## src/rtl/mux4_arb_pkg.sv

```systemverilog
// Shared types and helpers for the 4-way round-robin mux arbiter.
package mux4_arb_pkg;

    localparam int NUM_REQ = 4;

    typedef logic [1:0] sel_t;
    typedef logic [3:0] req_t;

    typedef enum logic {
        IDLE,
        GRANT
    } arb_state_t;

    function automatic req_t sel_onehot(input sel_t s);
        return req_t'(1) << s;
    endfunction

endpackage

```

## src/rtl/rr_pick4.sv

```systemverilog
// Combinational round-robin search: first set request at or after start, wrapping.
module rr_pick4
    import mux4_arb_pkg::*;
(
    input  logic [NUM_REQ-1:0] req,
    input  logic [1:0]         start,
    output logic               found,
    output logic [1:0]         idx
);

    sel_t              cand [NUM_REQ];
    logic [NUM_REQ-1:0] hit;

    // hit[gi] means the requester gi steps after start is asking
    for (genvar gi = 0; gi < NUM_REQ; gi++) begin : g_order
        assign cand[gi] = start + sel_t'(gi);
        assign hit[gi]  = req[cand[gi]];
    end

    always_comb begin
        found = |req;
        idx   = start;
        for (int i = NUM_REQ - 1; i >= 0; i--) begin
            if (hit[i]) idx = cand[i];
        end
    end

endmodule

```

## src/rtl/mux4_rr_arbiter.sv

```systemverilog
// Round-robin arbiter driving the select of a shared 4:1 mux, registered outputs.
// Optional forced rotation after MAX_HOLD cycles when MUX4_ARB_TIMEOUT_EN is defined.
module mux4_rr_arbiter
    import mux4_arb_pkg::*;
#(
    parameter int MAX_HOLD = 8
)
(
    input  logic               clk,
    input  logic               n_reset,
    input  logic [NUM_REQ-1:0] req,
    output logic [NUM_REQ-1:0] gnt,
    output logic [1:0]         sel,
    output logic               busy
);

    if (MAX_HOLD < 2 || MAX_HOLD > 255) begin : g_bad_max_hold
        $error("mux4_rr_arbiter: MAX_HOLD must be in 2..255");
    end

    arb_state_t state_reg;
    sel_t       last_reg;
    sel_t       sel_reg;
    req_t       gnt_reg;
    logic       busy_reg;

    logic pick_found;
    sel_t pick_idx;
    logic timeout;
    logic rearb;
    logic new_grant;

    // Search always starts just past the most recent grant; in GRANT last == sel
    rr_pick4 u_pick (
        .req   (req),
        .start (last_reg + 2'd1),
        .found (pick_found),
        .idx   (pick_idx)
    );

`ifdef MUX4_ARB_TIMEOUT_EN
    localparam logic [7:0] HOLD_LAST = 8'(MAX_HOLD - 1);

    logic [7:0] hold_cnt_reg;

    assign timeout = (state_reg == GRANT) && (hold_cnt_reg == HOLD_LAST) &&
                     ((req & ~sel_onehot(sel_reg)) != '0);

    always_ff @(posedge clk or negedge n_reset) begin
        if (!n_reset) begin
            hold_cnt_reg <= '0;
        end else if (new_grant) begin
            hold_cnt_reg <= '0;
        end else if (state_reg == GRANT && hold_cnt_reg != HOLD_LAST) begin
            hold_cnt_reg <= hold_cnt_reg + 8'd1;
        end
    end
`else
    assign timeout = 1'b0;
`endif

    // Re-arbitrate when idle, when the holder drops, or on forced rotation
    assign rearb     = (state_reg == IDLE) || !req[sel_reg] || timeout;
    assign new_grant = rearb && pick_found;

    always_ff @(posedge clk or negedge n_reset) begin
        if (!n_reset) begin
            state_reg <= IDLE;
            last_reg  <= 2'd3;
            sel_reg   <= 2'd0;
            gnt_reg   <= '0;
            busy_reg  <= 1'b0;
        end else if (new_grant) begin
            state_reg <= GRANT;
            last_reg  <= pick_idx;
            sel_reg   <= pick_idx;
            gnt_reg   <= sel_onehot(pick_idx);
            busy_reg  <= 1'b1;
        end else if (rearb) begin
            state_reg <= IDLE;
            gnt_reg   <= '0;
            busy_reg  <= 1'b0;
        end
    end

    assign gnt  = gnt_reg;
    assign sel  = sel_reg;
    assign busy = busy_reg;

endmodule
```

## config.mk

```make
export PLATFORM = sky130hd
export DESIGN_NAME = mux4_rr_arbiter
export DESIGN_NICKNAME = d
export VERILOG_FILES = /design/src/rtl/mux4_arb_pkg.sv /design/src/rtl/rr_pick4.sv /design/src/rtl/mux4_rr_arbiter.sv
export SDC_FILE = /design/constraint.sdc
export NUM_CORES = 1
export LEC_CHECK = 0
export CORE_MARGIN = 2
export CORE_UTILIZATION = 25
export DETAILED_ROUTE_END_ITERATION = 8
export GPL_TIMING_DRIVEN = 1
export SLEW_MARGIN = 15
export SYNTH_ARGS = -nofsm -noshare
export SYNTH_HDL_FRONTEND = slang
export SYNTH_SLANG_ARGS = --single-unit
```

## constraint.sdc

```tcl
create_clock -name clk -period 4.6 [get_ports clk]
set_input_delay 1.38 -clock clk [delete_from_list [all_inputs] [get_ports clk]]
set_output_delay 1.38 -clock clk [all_outputs]
set_load 0.01 [all_outputs]
```

# Yosys cells after proc, flatten, opt, wreduce, memory -nomap -nowiden
# Cells that the tools add are included.
# totals
regBits	9
inputBits	6
out_inout_bits	7
# op_classes
addsub	4
n_lt_le_gt_ge	5
n_shift	1
muxes	18
bitwise	1
reduce_logical	5
# ops
cell	n
$lt 2x3->1 const B	5
$bmux 1 s2	5
$mux 2	4
$mux 4	2
$mux 1	7
$add 2x1->2 const B	2
$add 2x2->2 const B	2
$reduce_or 4->1	1
$shl 1x2->4 const A	1
$reduce_bool 2->1	1
$logic_and 1x1->1	1
$logic_not 1->1	1
$logic_or 1x1->1	1
$not 1->1	1

# Logic depth before layout (Yosys ltp)
# Gate-level depths: netlist of the first run.
# depth
depth_word	10
ltp_mapped	5
mapped_depth_nobuf	4

# Modules after synthesis
# From an unflattened synthesis of the first run, not the netlist that was laid out.
# unflattened
hier_cells	52
hier_area_um2	578.1
# modules_own_cells
mod	instances	cells_per_inst	area_each_um2	seq_area_each_um2
mux4_rr_arbiter	1	36	478.0	227.7
rr_pick4	1	16	100.1	0.0

# Worst setup path before layout of the first run
# No wires, ideal clock.
# synth_path
kind	in2reg
startpoint	in req[3]
endpoint	reg sel_reg[1] (netlist: sel[1])
setup_time_ns	0.125
t_arrival_ns	2.562
required_time_ns	4.475
slack_ns	1.913
cell_stages	5
path_buffers	1
cell_sequence	mux4_2 and2_4 buf_6 nor2_4 mux2_4
# synth_via
elab_chain_len	6
elab_cells_between_ends	18
cone_classes	14 x mux; 4 x reduce/logical
# synth_lines
item	line_no	source
start: declaration	mux4_rr_arbiter.sv:11	input logic [NUM_REQ-1:0] req,
$bmux 1 s2	rr_pick4.sv:17	assign hit[gi] = req[cand[gi]];
$mux 1 (not written as such)	rr_pick4.sv:17	
$mux 2 (4 in series)	rr_pick4.sv:24	if (hit[i]) idx = cand[i];
end signal: assignment	mux4_rr_arbiter.sv:76	sel_reg <= pick_idx;
end: declaration	mux4_rr_arbiter.sv:23	sel_t sel_reg;
# Parallel ways exist; a longest one is shown, timed or not. The select of a mux whose other input is x is not followed.
# A chain may end at the register's enable or synchronous reset.

# Worst setup path after layout of the first run
# Ends and elaborated chain as after synthesis.

==> impl_metrics.tcl, run 1 <==
set metrics [dict create \
    run_status "complete, no violations" \
    hp-class "reg2reg" \
    crit_required_ps 4740 \
    core_mm2 0.00198 \
    die_area_mm2 0.00250 \
    p_per_area_mw_per_mm2 621 \
    nets 69 \
    ctsHoldBuffers 0 \
    rsz0062_at_grt "false" \
    hold_viol_final 0 \
    floorplan.rows 16 \
    cts_tree "yes" \
    cts.sinks 9 \
    die_y_um 50.0 \
    io_buffers 12 \
    worstHoldStart "gnt[1]$_DFFE_PN0P_" \
    grt_overflow 0 \
    leakage_nw 0.308 \
    cp-start-kind "input pin" \
    ys_types 27 \
    first_global_vias 372 \
    cts_setup_buffers 0 \
    grt_pass1_wl_um 1750 \
    vias 428 \
    synth.yosys.seq_area_share 0.430 \
    clk_latency_ps 260 \
    min_to "gnt[1]$_DFFE_PN0P_" \
    arrival_ps 3110 \
    r2r_cells 4 \
    dp_slack_ps 1370 \
    fin_util 0.352 \
    largest_register_ffs 4 \
    start_util 0.267 \
    crit_path_max_fanout 8 \
    post-route-drc-count 0 \
    setup_ws_ps 1630 \
    routed_via_density 4.81 \
    avgSynthCellArea_um2 11.3 \
    syn_to_final_growth_pct 31.9 \
    fmax_mhz 337 \
    setup_tns_ps 0 \
    first_pass_iters 4 \
    syn-cell-area_um2 529 \
    final-setup-viol-count 0 \
    synth_warnings 0 \
    relSlewSlack 0.509 \
    drive_above_1_share 0.226 \
    period_minus_slack_ps 2970 \
    cts_buffers 3 \
    antenna_found_initial 0 \
    n_antenna_cell 0 \
    post-route-period-util 0.645 \
    grt_use_total 0.0959 \
    r2r-start "last_reg[0]$_DFFE_PN1P_" \
    peakVddDrop_mv 0.188 \
    critPathCaptureType "flop" \
    cts_root_buf "clkbuf_4" \
    dp_hpwl_um 788 \
    num_io_pins 13 \
    clk_transition_reported_paths_ps 60 \
    routed_wirelength_um 1100 \
    synth_cells 47 \
    htree_levels 1 \
    maxCapViolCount 0 \
    die_x_um 50.0 \
    worst_slew_pin_slew_ps 737 \
    clockBufferDepth 2 \
    place_congestion 0.831 \
    ys_ff_latch 9 \
    slew_violations 0 \
    whs_path_depth 2 \
    critical_path_class "in2reg" \
    fill_cells 187 \
    fin_skew_ps 4.71 \
    r2r_slack_ps 2840 \
    ant_nets 0 \
    wl_per_cell_um 12.3 \
    grt_start_max_net_pins 10 \
    cts-resized-gates 0 \
    synth_nets 53 \
    drt-initial-drc-count 16 \
    r2r-end "gnt[3]$_DFFE_PN0P_" \
]
## Yosys cell counts
library cell  number  area (um2)
mux2_4             2        30.0
buf_6              1        11.3
inv_1              7        26.3
a222oi_1           1        10.0
dfrtp_1            7         175
and2b_2            1        8.76
a32o_1             1        10.0
a41o_1             1        10.0
nand2_1            3        11.3
dfstp_2            2        52.6
o21ai_0            1        5.00
o41ai_1            2        17.5
a31o_2             1        8.76
nor2_4             1        11.3
and2_1             1        6.26
xor2_1             1        8.76
nor4_2             1        12.5
and2_4             1        8.76
mux2i_1            2        20.0
a21oi_1            1        5.00
or2b_1             1        7.51
o21bai_1           2        15.0
nand2b_1           1        6.26
mux4_2             1        22.5
a2bb2oi_1          1        8.76
and3_2             1        7.51
o22ai_1            2        12.5
## layer usage
layer | vias to the layer above | track usage | share of wire
met4 | 0 | 0.0556 | 0.011
met1 | 202 | 0.124 | 0.50
met3 | 2 | 0.0273 | 0.056
met5 | - | 0 | 0
li1 | 203 | - | -
met2 | 21 | 0.140 | 0.43
## cell type report
| cell class | count | area [um2] | area share |
|---|---|---|---|
| sequential | 9 | 228 | 0.326 |
| clock buffer | 4 | 26.3 | 0.0376 |
| inverter | 7 | 26.3 | 0.0376 |
| tap | 27 | 33.8 | 0.0484 |
| multi-input combinational | 30 | 264 | 0.378 |
| timing repair buffer | 12 | 120 | 0.172 |
## report_power, final
| part | internal (mW) | total (mW) | switching [mW] |
|---|---|---|---|
| clock network | 0.0334 | 0.0608 | 0.0274 |
| logic | 0.128 | 0.224 | 0.0969 |
| registers | 0.119 | 0.148 | 0.0299 |
| total | 0.280 | 0.434 | 0.154 |
## kinds of logic after synthesis
kind of cell              Yosys count  synth area share
buffers and inverters               8            0.0709
AOI/OAI and AO/OA                  13             0.194
DFF                                 9             0.430
muxes                               5             0.137
and+or+nand+nor                    11             0.151
xor gates and xnor gates            1            0.0166
## through the flow
step | std cells | hold slack [ps] | total power [mW] | area [um2]
floorplan | 47 | 490 | 0.305 | 529
CTS | 89 | 496 | 0.440 | 698
global placement | 85 | 477 | 0.374 | 672
detailed placement | 85 | 467 | 0.372 | 672
global route | 89 | 515 | 0.465 | 698
finish | 89 | 496 | 0.434 | 698
## worst max-delay path, cell delays in order
cell,delay [ps]
clkdlybuf4s50_1,510
mux4_2,520
and2_4,210
nor2_4,160
mux2_4,320
## cells in the final DEF (no fill, tap or decap), types with 2 or more instances in the layout
cell / count
clkbuf_4: 3
clkdlybuf4s50_1: 12
dfrtp_1: 7
dfstp_2: 2
inv_1: 7
mux2_4: 2
mux2i_1: 2
nand2_1: 3
o21bai_1: 2
o22ai_1: 2
o41ai_1: 2
## worst max-delay path by stage
stage	startpoint	end	slack (ps)
2_1_floorplan	req[3]	sel[1]$_DFFE_PN0P_	1910
3_3_place_gp	req[0]	sel[1]$_DFFE_PN0P_	1380
3_5_place_dp	req[3]	sel[1]$_DFFE_PN0P_	1370
4_1_cts	req[3]	sel[1]$_DFFE_PN0P_	1630
5_1_grt	req[3]	gnt[3]$_DFFE_PN0P_	1560
6_report	req[3]	sel[1]$_DFFE_PN0P_	1630
No activity file was read; power rests on OpenSTA's default activity.
==> run 2, diff against run 1 <==
==> constraint.sdc (replaced) <==
create_clock -name clk -period 2.7 [get_ports clk]
set_input_delay 0.81 -clock clk [delete_from_list [all_inputs] [get_ports clk]]
set_output_delay 0.81 -clock clk [all_outputs]
set_load 0.01 [all_outputs]
==> run 2 against run 1 <==
Net effect:
- die area stayed put
- clock skew fell by 1.5 ps
- global-route usage rose by 1.3 points
- clock power rose by 73%
- clock-buffer cell count did not move
- setup slack got worse by 1300 ps
- combinational power rose by 74%
- power up 73%
- highest routed layer unchanged
==> impl_metrics.tcl, run 2 (same netlist as run 1, synthesis figures left out) <==
set metrics [dict create \
    run_status "complete, no violations" \
    slew_violations 0 \
    die_area_mm2 0.00250 \
    grt_start_max_net_pins 10 \
    first_global_vias 448 \
    grt_overflow 0 \
    drt-initial-drc-count 6 \
    post-route-drc-count 0 \
    critPathCaptureType "flop" \
    ant_nets 0 \
    cts_buffers 3 \
    ctsHoldBuffers 0 \
    num_io_pins 13 \
    hp-class "reg2reg" \
    die_x_um 50.0 \
    place_congestion 0.708 \
    nets 74 \
    fin_skew_ps 3.19 \
    cts_root_buf "clkbuf_4" \
    fin_util 0.371 \
    n_antenna_cell 0 \
    io_buffers 12 \
    setup_tns_ps 0 \
    hold_viol_final 0 \
    dpl.cell_count 90 \
    p_per_area_mw_per_mm2 1020 \
    crit_required_ps 2850 \
    cts-resized-gates 0 \
    wl_per_cell_um 12.0 \
    critical_path_class "in2reg" \
    cts_tree "yes" \
    crit_path_max_fanout 8 \
    cp-start-kind "input pin" \
    routed_wirelength_um 1130 \
    arrival_ps 2510 \
    htree_levels 1 \
    final_cell_count_no_fill 94 \
    cts_setup_buffers 0 \
    cts.sinks 9 \
    syn_to_final_growth_pct 39.0 \
    grt_pass1_wl_um 1990 \
    r2r_slack_ps 980 \
    grt_use_total 0.109 \
    relSlewSlack 0.730 \
    final_cell_mix "clkdlybuf4s50_1 (12), inv_1 (7), dfrtp_1 (7), buf_4 (5)" \
    peakVddDrop_mv 0.412 \
    start_util 0.267 \
    period_minus_slack_ps 2360 \
    clockBufferDepth 2 \
    final-setup-viol-count 0 \
    routed_via_density 4.69 \
    clk_latency_ps 260 \
    first_pass_iters 4 \
    drive_above_1_share 0.284 \
    floorplan.rows 16 \
    antenna_found_initial 0 \
    die_y_um 50.0 \
    postLayoutCellArea_um2 736 \
    post-route-period-util 0.873 \
    dp_hpwl_um 838 \
    core_mm2 0.00198 \
    rsz0062_at_grt "false" \
    place_area_um2 709 \
    vias 441 \
    fmax_mhz 424 \
    worst_slew_pin_slew_ps 404 \
    final_common_cell "clkdlybuf4s50_1" \
    largest_register_ffs 4 \
    maxCapViolCount 0 \
    leakage_nw 0.333 \
    clk_transition_reported_paths_ps 60 \
]
run 2: cell type report:
cell class	instances	area, um2
sequential	9	228
tap	27	33.8
timing repair buffer	17	158
clock buffer	4	26.3
fill	202	1250
multi-input combinational	30	264
inverter	7	26.3
run 2: power breakdown:
group          total, mW  internal, mW  switching, mW
clock              0.105        0.0570         0.0477
combinational      0.390         0.229          0.162
sequential         0.254         0.202         0.0518
run 2: stage by stage:
stage | setup slack (ps) | power (mW) | hold WS (ps)
2_1_floorplan | 583 | 0.520 | 490
3_3_place_gp | 86.9 | 0.648 | 488
3_5_place_dp | 69.2 | 0.649 | 472
4_1_cts | 347 | 0.760 | 496
5_1_grt | 270 | 0.808 | 512
6_report | 344 | 0.749 | 485
run 2: path summary, 6_finish.rpt:
kind,end,depth (start not counted),from
max in group asynchronous,last_reg[1]$_DFFE_PN1P_,1,n_reset
worst min register to register,gnt[3]$_DFFE_PN0P_,2,gnt[3]$_DFFE_PN0P_
worst max register to register,sel[1]$_DFFE_PN0P_,4,sel[1]$_DFFE_PN0P_
worst max-delay path,sel[1]$_DFFE_PN0P_,5,req[3]
min in group asynchronous,sel[0]$_DFFE_PN0P_,1,n_reset
worst min-delay path,gnt[3]$_DFFE_PN0P_,2,gnt[3]$_DFFE_PN0P_
run 2: metal layers:
| metal | wire length, um | up-vias | global-route usage |
|---|---|---|---|
| met3 | 66 | 4 | 0.0333 |
| met4 | 34 | 0 | 0.0833 |
| li1 | - | 213 | - |
| met2 | 448 | 15 | 0.154 |
| met1 | 580 | 209 | 0.137 |
| met5 | 0 | - | 0 |
run 2: critical path: stages:
cell and delay, ps:
clkdlybuf4s50_1 510, mux4_2 510, and2_4 210, nor2_4 150, mux2_4 310
==> edit (flow settings as in run 1) <==
Build with the macro `MUX4_ARB_TIMEOUT_EN` defined.
--- a/src/rtl/mux4_rr_arbiter.sv
+++ b/src/rtl/mux4_rr_arbiter.sv
@@ -1,5 +1,7 @@
 // Round-robin arbiter driving the select of a shared 4:1 mux, registered outputs.
 // Optional forced rotation after MAX_HOLD cycles when MUX4_ARB_TIMEOUT_EN is defined.
+`define MUX4_ARB_TIMEOUT_EN
+
 module mux4_rr_arbiter
     import mux4_arb_pkg::*;
 #(
Formal check against the unedited RTL: not equivalent (Yosys sat finds a counterexample within 10 cycles, from zero or initial values and one cycle with n_reset low).
==> edit against run 1 <==
  * First-iteration DRC count grew to 2.9 times the old value
  * Total power grew 53%
  * Setup slack lost 0.42 ns
  * Design area grew 86%
  * Via count grew 100%
  * Die area grew 100%
  * Synthesized area grew 110%
  * Sequential cell count grew 8
  * Non-clock buffer count is the same
  * Register-to-register slack lost 0.70 ns
  * Clock power grew 76%
  * Wire length grew 110%
  * Critical endpoint unchanged
==> edit: results (changes against run 1) <==
final RePlAce weighted congestion 0.768 (was 0.831); initial DRC count 46 (was 16); max reg flops 8 (was 4); Final Skew 0.00125 ns (was 0.00471 ns); Synth async-reset ratio 1.00 (unchanged); Worst-Margin Slew 0.784 ns (was 0.737 ns); met3 usage in global routing 0.0214 (was 0.0273); Post-Syn Area per Cell 10.9 um2 (was 11.3 um2); H-tree levels 1 (unchanged); Top delay family on crit path simple AND/OR/NAND/NOR gates (was multiplexers); Wirelength per Cell 14.0 um (was 12.3 um); post-placement cell count 161 (was 85); top cells by area, synth dfrtp_1 34%, o311ai_0 5.5%, dfstp_2 4.7%, xor2_1 4.7%, o31ai_1 3.4% (was dfrtp_1 33%, dfstp_2 9.9%, mux2_4 5.7%, inv_1 5.0%, mux4_2 4.3%); Synthesized Nets 110 (was 53); Clock Path Buffers 2 (unchanged); nets 121 (was 69); Worst VDD drop 0.000205 V (was 0.000188 V); Crit-path slowest cell or4bb_2 (was mux4_2); Synth cell types 45 (was 27); number of global-route vias before repair 887 (was 372); Post-DP Area 1250 um2 (was 672 um2); busiest grt layer met2 (unchanged); sequential area share after synthesis 0.383 (was 0.430); status finished, final reports clean (unchanged); CTS clk-pin slew, worst paths 0.06 ns (about the same); pre-CTS setup slack 0.961 ns (was 1.37 ns); P_leak 0.489 nW (was 0.308 nW); # diodes 0 (unchanged); synth cell count leaders 15 x dfrtp_1, 9 x nor2_1, 7 x o311ai_0, 6 x xor2_1, 5 x o31ai_1 (was 7 x dfrtp_1, 7 x inv_1, 3 x nand2_1); first-pass GRT wire length 4050 um (was 1750 um); initial antenna violation count 0 (unchanged); met1 usage 0.122 (was 0.124); Gates resized, CTS repair 0 (unchanged); vias post-DR 855 (was 428); grt met2 use 0.181 (was 0.140); pin count of the biggest net entering global routing 18 (was 10); Synth top area share 0.336 (was 0.331); clk_lat worst skew 0.24 ns (was 0.26 ns); Setup Buffers After CTS 0 (unchanged); ratio of cells with drive above 1 in the final layout 0.204 (was 0.226); Post-DP HPWL 1760 um (was 788 um); Tot GR Track Use 0.101 (was 0.0959); largest stage delay on the critical path 0.70 ns (was 0.52 ns); Max Cap Violations 0 (unchanged); CP max FO 10 (was 8); CTS Root Cell clkbuf_8 (was clkbuf_4); Sw Share 0.367 (was 0.356); Finished Layout Cells 165 (was 89)
[edit: tightest hold or removal path: cells and delay by family, from the launching register on]
kind / cells / cell delay (ns)
flops: 1 / 0.37
compound gates: 2 / 0.16
[edit: layout make-up]
class,instances,area [um2]
Fill cell,455,3030
Multi-Input combinational cell,77,627
Sequential cell,17,428
Timing Repair Buffer,12,120
Tap cell,52,65.1
Clock buffer,4,45.0
Inverter,3,11.3
[edit: cell families (layout without fill, tap and decap cells)]
kind of cell    count (synthesis)  in the layout  share of synthesized area
buf+inv                         9             19                     0.0570
fa+ha+maj                       1              1                     0.0112
xor+xnor                        8              8                     0.0626
compound gates                 33             33                      0.262
flops                          17             17                      0.383
mux                             4              4                     0.0559
simple gates                   31             31                      0.169
[edit: path summary, 6_finish.rpt]
| kind | startpoint | end | slack (ns) | cells after the start |
|---|---|---|---|---|
| worst max-delay path | req[2] | sel[1]$_DFFE_PN0P_ | 1.21 | 5 |
| worst min-delay path | gnt[3]$_DFFE_PN0P_ | gnt[3]$_DFFE_PN0P_ | 0.57 | 2 |
| worst max register to register | hold_cnt_reg[3]$_DFFE_PN0P_ | sel[1]$_DFFE_PN0P_ | 2.14 | 4 |
| worst min register to register | gnt[3]$_DFFE_PN0P_ | gnt[3]$_DFFE_PN0P_ | 0.57 | 2 |
| max in group asynchronous | n_reset | hold_cnt_reg[6]$_DFFE_PN0P_ | 2.52 | 1 |
| min in group asynchronous | n_reset | gnt[1]$_DFFE_PN0P_ | 1.59 | 1 |
[edit: stage by stage]
step	util	power [mW]	hold WS, ns
after floorplan	-	0.470	0.505
after global placement	0.289	0.548	0.535
after detailed placement	0.289	0.558	0.567
after CTS	0.300	0.668	0.581
after global routing	0.300	0.720	0.615
final	0.300	0.663	0.573
[edit: routing by layer]
metal	routed length (um)	up-vias
met3	74	4
li1	-	420
met4	44	0
met1	1010	414
met2	1170	17
met5	0	-
[edit: power groups by stage]
stage / Clock, mW / Combinational (mW) / Sequential, mW
3_5_place_dp: 0 / 0.302 / 0.256
4_1_cts: 0.110 / 0.305 / 0.254
6_report: 0.107 / 0.301 / 0.255
5_1_grt: 0.122 / 0.335 / 0.263
3_3_place_gp: 0 / 0.292 / 0.256
2_1_floorplan: 0 / 0.227 / 0.243
